<file path="src/rtl/key_uart_tx.sv">
// Keypad-to-UART bridge: hex key codes become ASCII bytes, buffered in a small
// FIFO and sent as 8N1 frames with a registered, glitch-free serial line.
module key_uart_tx #(
  parameter int CLKS_PER_BIT = 5208,
  parameter int FIFO_DEPTH   = 4
) (
  input  logic       IN_clk,
  input  logic       IN_rst,
  input  logic [3:0] IN_value,
  input  logic       IN_key,
  output logic       OUT_tx,
  output logic       OUT_busy,
  output logic       OUT_full,
  output logic       OUT_overflow
);

  localparam int AW = $clog2(FIFO_DEPTH);
  localparam int CW = AW + 1;
  localparam int TW = (CLKS_PER_BIT > 1) ? $clog2(CLKS_PER_BIT) : 1;

  typedef enum logic [1:0] {IDLE, START, DATA, STOP} state_t;

  state_t          r_state;
  logic [7:0]      r_mem [FIFO_DEPTH];
  logic [AW-1:0]   r_wr_ptr;
  logic [AW-1:0]   r_rd_ptr;
  logic [CW-1:0]   r_count;
  logic            r_full;
  logic            r_overflow;
  logic            r_tx;
  logic            r_busy;
  logic [7:0]      r_shift;
  logic [2:0]      r_bit_idx;
  logic [TW-1:0]   r_timer;

  logic [7:0]      w_byte;
  logic [7:0]      w_head;
  logic            w_push;
  logic            w_pop;
  logic            w_bit_done;
  logic [CW-1:0]   w_count_next;

  // 0-9 -> '0'-'9', 10-15 -> 'A'-'F' ('A' - 10 = 0x37)
  assign w_byte     = (IN_value < 4'd10) ? (8'h30 + {4'h0, IN_value})
                                         : (8'h37 + {4'h0, IN_value});
  assign w_push     = IN_key & ~r_full;
  assign w_pop      = (r_state == IDLE) && (r_count != '0);
  assign w_head     = r_mem[r_rd_ptr];
  assign w_bit_done = (r_timer == TW'(CLKS_PER_BIT - 1));

  always_comb begin
    w_count_next = r_count;
    case ({w_push, w_pop})
      2'b10:   w_count_next = r_count + 1'b1;
      2'b01:   w_count_next = r_count - 1'b1;
      default: w_count_next = r_count;
    endcase
  end

  always_ff @(posedge IN_clk) begin
    if (w_push) begin
      r_mem[r_wr_ptr] <= w_byte;
    end
  end

  always_ff @(posedge IN_clk) begin
    if (IN_rst) begin
      r_wr_ptr   <= '0;
      r_rd_ptr   <= '0;
      r_count    <= '0;
      r_full     <= 1'b0;
      r_overflow <= 1'b0;
    end else begin
      if (w_push) r_wr_ptr <= r_wr_ptr + 1'b1;
      if (w_pop)  r_rd_ptr <= r_rd_ptr + 1'b1;
      r_count    <= w_count_next;
      r_full     <= (w_count_next == CW'(FIFO_DEPTH));
      // A strobe against a full FIFO is dropped even if a pop frees a slot now
      r_overflow <= IN_key & r_full;
    end
  end

  // Line and busy are registered from the current state, so both lag it by one cycle
  always_ff @(posedge IN_clk) begin
    if (IN_rst) begin
      r_state   <= IDLE;
      r_tx      <= 1'b1;
      r_busy    <= 1'b0;
      r_shift   <= '0;
      r_bit_idx <= '0;
      r_timer   <= '0;
    end else begin
      r_busy <= (r_state != IDLE);
      case (r_state)
        IDLE: begin
          r_tx <= 1'b1;
          if (w_pop) begin
            r_shift   <= w_head;
            r_timer   <= '0;
            r_bit_idx <= '0;
            r_state   <= START;
          end
        end
        START: begin
          r_tx <= 1'b0;
          if (w_bit_done) begin
            r_timer <= '0;
            r_state <= DATA;
          end else begin
            r_timer <= r_timer + 1'b1;
          end
        end
        DATA: begin
          r_tx <= r_shift[r_bit_idx];
          if (w_bit_done) begin
            r_timer <= '0;
            if (r_bit_idx == 3'd7) begin
              r_state <= STOP;
            end else begin
              r_bit_idx <= r_bit_idx + 1'b1;
            end
          end else begin
            r_timer <= r_timer + 1'b1;
          end
        end
        STOP: begin
          r_tx <= 1'b1;
          if (w_bit_done) begin
            r_timer <= '0;
            r_state <= IDLE;
          end else begin
            r_timer <= r_timer + 1'b1;
          end
        end
        default: r_state <= IDLE;
      endcase
    end
  end

  assign OUT_tx       = r_tx;
  assign OUT_busy     = r_busy;
  assign OUT_full     = r_full;
  assign OUT_overflow = r_overflow;

endmodule
</file>
<file path="config.mk">
export PLATFORM = sky130hd
export DESIGN_NAME = key_uart_tx
export DESIGN_NICKNAME = d
export VERILOG_FILES = /design/src/rtl/key_uart_tx.sv
export SDC_FILE = /design/constraint.sdc
export NUM_CORES = 1
export LEC_CHECK = 0
export CAP_MARGIN = 20
export CORE_MARGIN = 2
export CORE_UTILIZATION = 55
export DETAILED_ROUTE_END_ITERATION = 12
export PLACE_DENSITY = 0.76
export SETUP_SLACK_MARGIN = 0.2
export SLEW_MARGIN = 20
export SYNTH_ARGS = -nofsm -noshare
export SYNTH_HDL_FRONTEND = slang
export SYNTH_SLANG_ARGS = --single-unit
</file>
<file path="constraint.sdc">
create_clock -name IN_clk -period 2.1 [get_ports IN_clk]
set_input_delay 0.42 -clock IN_clk [delete_from_list [all_inputs] [get_ports IN_clk]]
set_output_delay 0.42 -clock IN_clk [all_outputs]
set_load 0.1 [all_outputs]
</file>
==> results of run 1 <==
-- path summary, 6_finish.rpt --
| kind | endpoint | start | depth (start not counted) | slack (ps) |
|---|---|---|---|---|
| max | r_timer[5] | r_state[0] | 6 | 250 |
| min | r_shift[2] | r_shift[2] | 2 | 460 |
| max reg2reg | r_timer[5] | r_state[0] | 6 | 250 |
| min reg2reg | r_shift[2] | r_shift[2] | 2 | 460 |
-- logic make-up after synthesis --
family / Yosys count / synth area share, %
AND/OR/NAND/NOR: 100 / 18.1
flip-flops: 64 / 52.1
AO/OA/AOI/OAI: 47 / 9.80
buffers and inverters: 25 / 3.30
adder cells (fa/ha/maj): 14 / 6.09
multiplexers: 13 / 7.76
XOR/XNOR: 10 / 2.92
-- cells in the mapped netlist, drive strengths merged (2+ instances only) --
master,count
inv,16
o211ai,2
mux2i,3
o21ai,10
mux2,2
nor4,3
or3,3
buf,5
nor2,20
clkbuf,4
nand2b,3
o31ai,2
xor2,5
nand4b,2
or2,2
nor2b,2
dfxtp,36
or4,2
and2,4
nor3,2
nand3b,3
nand4,3
nand3,9
mux4,8
a21oi,14
xnor2,5
edfxtp,28
a211oi,2
ha,13
a31oi,12
nand2,36
-- layer usage --
| layer | up-vias | global-route usage [%] | part of all wire (%) |
|---|---|---|---|
| li1 | 1054 | - | - |
| met1 | 1017 | 24.3 | 43 |
| met2 | 34 | 35.6 | 52 |
| met3 | 15 | 3.60 | 2.6 |
| met4 | 0 | 11.3 | 2.5 |
| met5 | - | 0 | 0 |
-- what timing repair did --
item / in CTS / in global routing
setup buffers: 1 / 4
pin swaps: 1 / 5
hold buffers: 0 / 0
endpoints found under the setup margin: 2 / 14
resized for setup: 0 / 5
-- sequential cells by signal, indices dropped and copies added (netlist names), 2 cells and up --
name and count:
r_count 3, r_shift 7, r_mem 28, r_state 2
r_timer 13, r_bit_idx 3, r_wr_ptr 2, r_rd_ptr 2
-- power groups by stage --
stage / sequential (uW) / clock, uW / combinational [uW]
floorplan: 1840 / 0 / 1250
global placement: 1730 / 0 / 1770
detailed placement: 1740 / 0 / 1830
CTS: 1720 / 1150 / 1870
global route: 1750 / 1210 / 2120
finish: 1710 / 1130 / 1930
-- cell usage in the layout, fill, tap and decap left out, drive strengths merged, types with 8 or more instances in the layout --
cell / instances
nand2: 36
clkbuf: 10
nand3: 9
a21oi: 14
ha: 13
buf: 24
nor2: 20
inv: 16
dfxtp: 36
edfxtp: 28
o21ai: 10
a31oi: 12
mux4: 8
-- worst register-to-register path: stages, from the launching register on --
cell and delay [ps]:
dfxtp_2 330, inv_2 90, ha_4 170, buf_4 160
or4b_4 500, or2_2 340, a31oi_1 200
-- stage by stage --
step           TNS (ps)  cell area, sq um  hold WS, ps  power, uW  util [%]
2_1_floorplan         0              3050          433       3090         -
3_3_place_gp       -107              3290          444       3500      63.7
3_5_place_dp       -180              3290          454       3570      63.7
4_1_cts               0              3510          464       4740      67.9
5_1_grt               0              3550          494       5070      68.7
6_report              0              3550          460       4770      68.7
-- cell type report --
cell class              count  area [sq um]
clock buffers              10           128
clock inverters             6          83.8
fillers                   389          1620
inverters                  16          60.1
multi-input cells         184          1390
flip-flops and latches     64          1570
well taps                  70          87.6
repair buffers             30           240
==> results.json, run 1 <==
{
  "status": "complete, no violations",
  "slowest_delay_ps": 500,
  "gp_congestion": 0.782,
  "async_reset_ff_share_pct": 0,
  "ys_seq_elements": 64,
  "ant_nets": 0,
  "p_sw_share_pct": 35.6,
  "syn_inst": 273,
  "syn_nets": 294,
  "root_buffer": "clkbuf_8",
  "seq_power_share_pct": 35.9,
  "drv_slew": 0,
  "cpMaxStageDelayCell": "or4b_4",
  "drive_gt1_share_pct": 22.9,
  "intPower_uw": 3070,
  "die_w_um": 77.8,
  "rsz0062_at_grt": "true",
  "slew_headroom_pct": 60.6,
  "place_inst": 359,
  "grt_max_degree": 18,
  "die_area_sq_mm": 0.00606,
  "vias_per_cell": 5.58,
  "min_period_ps": 1850,
  "syn-cell-area_sq_mm": 0.00300,
  "worstPathMaxFanout": 7,
  "io_pins": 11,
  "ys_types": 51,
  "synth_top_area_share_pct": 28.0,
  "hpwl_um": 3930,
  "synth_edf_count": 28,
  "port_buffers": 10,
  "crit_chain": "inv_2 > ha_4 > buf_4 > or4b_4 > or2_2 > a31oi_1",
  "synth.largest_area_cell": "edfxtp_1",
  "cp_top_family": "simple AND/OR/NAND/NOR gates",
  "drc_errors": 0,
  "clk_transition_reported_paths_ps": 70,
  "grt_pass1_vias": 2141,
  "start_util_pct": 58.0,
  "peakVddDrop_v": 0.000649,
  "fp.dieH_um": 77.8,
  "drt_pass1_iterations": 4,
  "seq_area_frac_synth_pct": 52.1,
  "crit_arrival_ps": 2120,
  "clockBufferDepth": 2,
  "htree_levels": 3,
  "area_growth_syn_to_layout_pct": 18.5,
  "cp.required_ps": 2360,
  "ys.flop_type": "dfxtp_1",
  "cts_sinks": 64,
  "stdcell_count": 380,
  "grt.total_usage_pct": 20.6,
  "antenna_cells": 0,
  "min_path_type": "flop to flop",
  "fmax_mhz": 540,
  "post-route-period-util_pct": 88.2,
  "cap_violations": 0,
  "worst_pin_slew_ps": 590,
  "ys_warn_count": 0,
  "core_sq_mm": 0.00517,
  "clk_latency_ps": 340,
  "wl_per_cell_um": 14.9,
  "routed_wl_um": 5660,
  "fin_ws_ps": 247,
  "end_kind": "flop",
  "p_switching_uw": 1700,
  "grt_pass1_wl_um": 9700,
  "p_leak_uw": 0.00127,
  "clkPwrFrac_pct": 23.6,
  "p_per_area_mw_per_mm2": 1340,
  "crit_buf_inv": 2,
  "finClkSkew_ps": 8.24,
  "setup_violations": 0,
  "cts_tree": "yes",
  "antenna_found_initial": 0,
  "crit_type": "flop to flop",
  "syn_area_per_cell_sq_um": 11.0,
  "layout.nets": 326,
  "start_kind": "flop",
  "drt_first_iter_violations": 120,
  "overflow": 0,
  "dp_slack_ps": -121,
  "num_rows": 26,
  "hold_violations": 0,
  "cts_buffers": 9,
  "synth_area_leaders": "edfxtp_1, dfxtp_1, mux4_2",
  "num_vias": 2120,
  "pwr-share-comb_pct": 40.4
}
(Power assumes the default switching activity.)
==> inputs of run 2 (changes only) <==
- PLACE_DENSITY: 0.76 -> default
- PLACE_DENSITY_LB_ADDON: default -> 0.3
- RECOVER_POWER: default -> 25
==> results.json, run 2 (synthesis gave the netlist of run 1 again) <==
{
  "status": "complete, no violations",
  "die_w_um": 77.8,
  "grt.total_usage_pct": 20.4,
  "grt_max_degree": 20,
  "crit_buf_inv": 3,
  "setup_violations": 0,
  "clk_latency_ps": 340,
  "cts_buffers": 9,
  "crit_type": "input port to flop",
  "gp_congestion": 0.753,
  "num_vias": 2113,
  "highest_layer": "met4",
  "fmax_mhz": 535,
  "drv_slew": 0,
  "place_inst": 357,
  "p_per_area_mw_per_mm2": 1340,
  "clkPwrFrac_pct": 23.8,
  "root_buffer": "clkbuf_8",
  "antenna_found_initial": 0,
  "clk_transition_reported_paths_ps": 70,
  "wl_met1_um": 2380,
  "start_util_pct": 58.0,
  "drive_gt1_share_pct": 21.7,
  "drt_pass1_iterations": 4,
  "seq_power_share_pct": 36.2,
  "htree_levels": 3,
  "worst_pin_slew_ps": 845,
  "peakVddDrop_v": 0.000591,
  "final_common_cell": "nand2_1",
  "antenna_cells": 0,
  "die_area_sq_mm": 0.00606,
  "reg_top3": "r_mem x28, r_timer x13, r_shift x7",
  "crit_chain": "clkdlybuf4s50_1 > nor2b_1 > inv_1 > ha_4 > inv_2 > fa_2 > nand2_1 > nor2_1 > a31oi_1 > nor3_1",
  "min_path_type": "flop to flop",
  "clockBufferDepth": 2,
  "drt_first_iter_violations": 129,
  "intPower_uw": 3050,
  "rsz0062_at_grt": "true",
  "cp.required_ps": 2300,
  "min_period_ps": 1870,
  "num_rows": 26,
  "vias_per_cell": 5.58,
  "stdcell_count": 379,
  "largest_register_ff_count": 28,
  "p_leak_uw": 0.00127,
  "regMostFlops": "r_mem",
  "fillers": 379,
  "met3_length_um": 161,
  "pwr-share-comb_pct": 40.0,
  "grt_pass1_wl_um": 9560,
  "core_sq_mm": 0.00517,
  "area_growth_syn_to_layout_pct": 17.7,
  "slew_headroom_pct": 43.7,
  "postLayoutCoreUtil_pct": 68.2,
  "grt_pass1_vias": 2019,
  "routed_wl_um": 5480,
  "cts_tree": "yes",
  "drc_errors": 0,
  "ant_nets": 0,
  "hpwl_um": 3750,
  "end_kind": "flop",
  "crit_arrival_ps": 2070,
  "wl_met2_um": 2820,
  "hold_buffers": 0,
  "p_switching_uw": 1670,
  "slowest_delay_ps": 470,
  "start_kind": "input port",
  "cpMaxStageDelayCell": "clkdlybuf4s50_1",
  "worstPathMaxFanout": 2,
  "post-route-period-util_pct": 89.1,
  "overflow": 0,
  "io_pins": 11,
  "wl_per_cell_um": 14.5,
  "p_sw_share_pct": 35.4,
  "port_buffers": 10,
  "hold_violations": 0,
  "layout.nets": 325,
  "total_power_uw": 4720,
  "fp.dieH_um": 77.8,
  "cp_top_family": "buffers and inverters",
  "final_cell_mix": "nand2_1, dfxtp_1, edfxtp_1",
  "cts_sinks": 64,
  "cap_violations": 0,
  "finClkSkew_ps": 10.8
}
## run 2: cell types whose count changed in the layout (fill, tap and decap cells not counted), sizes merged
cell / delta
clkbuf: +4
clkinv: +2
clkdlybuf4s50: -2
buf: -6
dlygate4sd3: +2
clkinvlp: -1
## run 2: routing by layer
| metal | GRT usage [%] | vias up |
|---|---|---|
| li1 | - | 1057 |
| met1 | 25.0 | 1010 |
| met2 | 34.3 | 34 |
| met3 | 5.58 | 12 |
| met4 | 7.50 | 0 |
| met5 | 0 | - |
## run 2: area by class of cell
class / instances / area [sq um] / share of cell area (%)
flip-flops and latches: 64 / 1570 / 44.4
multi-input cells: 184 / 1380 / 39.2
repair buffers: 29 / 219 / 6.20
clock buffers: 9 / 124 / 3.51
well taps: 70 / 87.6 / 2.48
clock inverters: 7 / 86.3 / 2.45
inverters: 16 / 62.6 / 1.77
## run 2: power groups by stage
stage | logic (uW) | registers [uW] | clock network [uW]
6_report | 1890 | 1710 | 1130
5_1_grt | 2100 | 1750 | 1210
4_1_cts | 1870 | 1720 | 1150
3_5_place_dp | 1800 | 1740 | 0
3_3_place_gp | 1770 | 1730 | 0
2_1_floorplan | 1250 | 1840 | 0
## run 2: per-stage QoR
stage	instance area, sq um	worst slack (ps)	setup TNS, ps	hold WS [ps]
after global placement	3280	-81.1	-99.9	441
after detailed placement	3280	-112	-167	446
after global routing	3530	108	0	477
final	3530	230	0	453
after CTS	3500	211	0	455
after floorplan	3050	123	0	433
## run 2: tightest hold or removal path: cells and delay by family (launching register included)
| kind | cells | cell delay, ps |
|---|---|---|
| flops | 1 | 310 |
| simple gates | 1 | 50 |
| compound gates | 1 | 50 |
## run 2: final timing paths
path | cells after the start | start | end | slack, ps
setup / recovery | 10 | IN_key | OUT_full | 230
hold / removal | 2 | r_shift[5] | r_shift[5] | 450
setup reg to reg | 11 | r_state[0] | OUT_full | 230
hold reg to reg | 2 | r_shift[5] | r_shift[5] | 450
## run 2: what timing repair did
action	4_1_cts	5_1_grt
buffers inserted	2	4
hold endpoints to repair	0	0
pin swaps	2	5
setup endpoints to repair	3	12
resized for setup	0	5
cloned	0	0
==> edit (settings of run 2) <==
Register the output `OUT_overflow` once more, without a reset; this adds one clock of latency there. The other outputs are not delayed to match.
--- a/src/rtl/key_uart_tx.sv
+++ b/src/rtl/key_uart_tx.sv
@@ -142,3 +142,5 @@
   assign OUT_full     = r_full;
-  assign OUT_overflow = r_overflow;
+  always_ff @(posedge IN_clk) begin
+    OUT_overflow <= r_overflow;
+  end
 
Behaviour: not the same (Yosys sat finds a counterexample within 10 cycles, from zero or initial values and one cycle with IN_rst high).
==> edit against run 2 <==
  * Worst setup slack worse by 0.095 ns
  * Global-route usage increased by 0.71 points
  * Sequential cell count is 1 higher
  * Wire length increased by 5.8%
  * Final area increased by 2.6%
  * Sequential share of layout area down 0.55 points
  * Area after synthesis rose by 0.67%
  * Power up 5.7%
==> edit: results (changes against run 2) <==
[logic_synthesis]
synth_fa_ha_area_share_pct = 6.051  ; -0.040 points
synthMuxAreaShare_pct = 7.708  ; -0.051 points
synth_common_cells = dfxtp_1 (37), nand2_1 (36), edfxtp_1 (28)
synth_area_leaders = edfxtp_1 (28%), dfxtp_1 (25%), mux4_2 (6.0%)
synthXorXnorAreaFrac_pct = 2.901  ; -0.019 points
synth_fp_nets = 295  ; +0.34%

[final_layout]
clkCellAreaFrac_pct = 6.879  ; +0.92 points
drive_above_1_share_pct = 22.68  ; +1.0 points
buffer_area_share_pct = 6.810  ; +0.61 points

[global_route]
grt_max_degree = 29  ; +45%
grt_pass1_vias = 2119  ; +5.0%
met2_usage_pct = 36.81  ; +2.5 points
use_met1_pct = 23.17  ; -1.8 points
grt.met3_usage_pct = 8.046  ; +2.5 points
track_usage_pct = 21.08  ; +0.71 points

[routing]
wl_mm = 5.796  ; +5.8%
drtIter0Drc = 119  ; -7.8%
m1WireLength_mm = 2.378  ; about the same

[setup_path]
r2r-start = r_state[1]
cp.arrival_ns = 2.23  ; +0.16 ns
cpPeakStageDelay_ns = 0.55  ; +0.08 ns

[placement]
place_ws_ns = -0.1504  ; -0.03799 ns
dp.cells = 359  ; +0.56%
gp_congestion = 0.8069  ; +7.2%
placed_area_um2 = 3318  ; +1.2%

[status]
outcome = complete, no violations

[worst_hold_path]
whs_endpoint = OUT_overflow
min_path_cells = 0  ; -2

[power_and_ir_drop]
p_leak_nw = 1.303  ; +2.9%

[clocking]
cts_setup_buffers = 4  ; +2
clock_sinks = 65  ; +1.6%

[sta]
fin_hold_ws_ns = 0.3371  ; -0.1160 ns

[floorplanning]
coreArea_um2 = 5205  ; +0.63%

## edit: changes by cell type in the layout (fill, tap and decap cells not counted), sizes merged
cell and change:
clkinv -4, clkbuf +2, buf +1, bufinv +1, inv +3, dfxtp +1
## edit: power by group
group          leakage, nW  internal (mW)  switching [mW]
clock                0.125          0.803           0.524
sequential           0.560           1.55           0.195
combinational        0.619          0.859            1.06
total                 1.30           3.21            1.78
## edit: critical path: cells and delay by family
kind            cells  cell delay [ns]
compound gates      1             0.06
fa+ha+maj           2             0.65
buf+inv             3             0.66
simple gates        4             0.42
## edit: cell families (layout without fill, tap and decap cells)
family / after synthesis / count (layout)
flip-flops: 65 / 65
multiplexers: 13 / 13
AND/OR/NAND/NOR: 100 / 100
buffers and inverters: 25 / 64
AO/OA/AOI/OAI: 47 / 47
XOR/XNOR: 10 / 10
adder cells (fa/ha/maj): 14 / 14
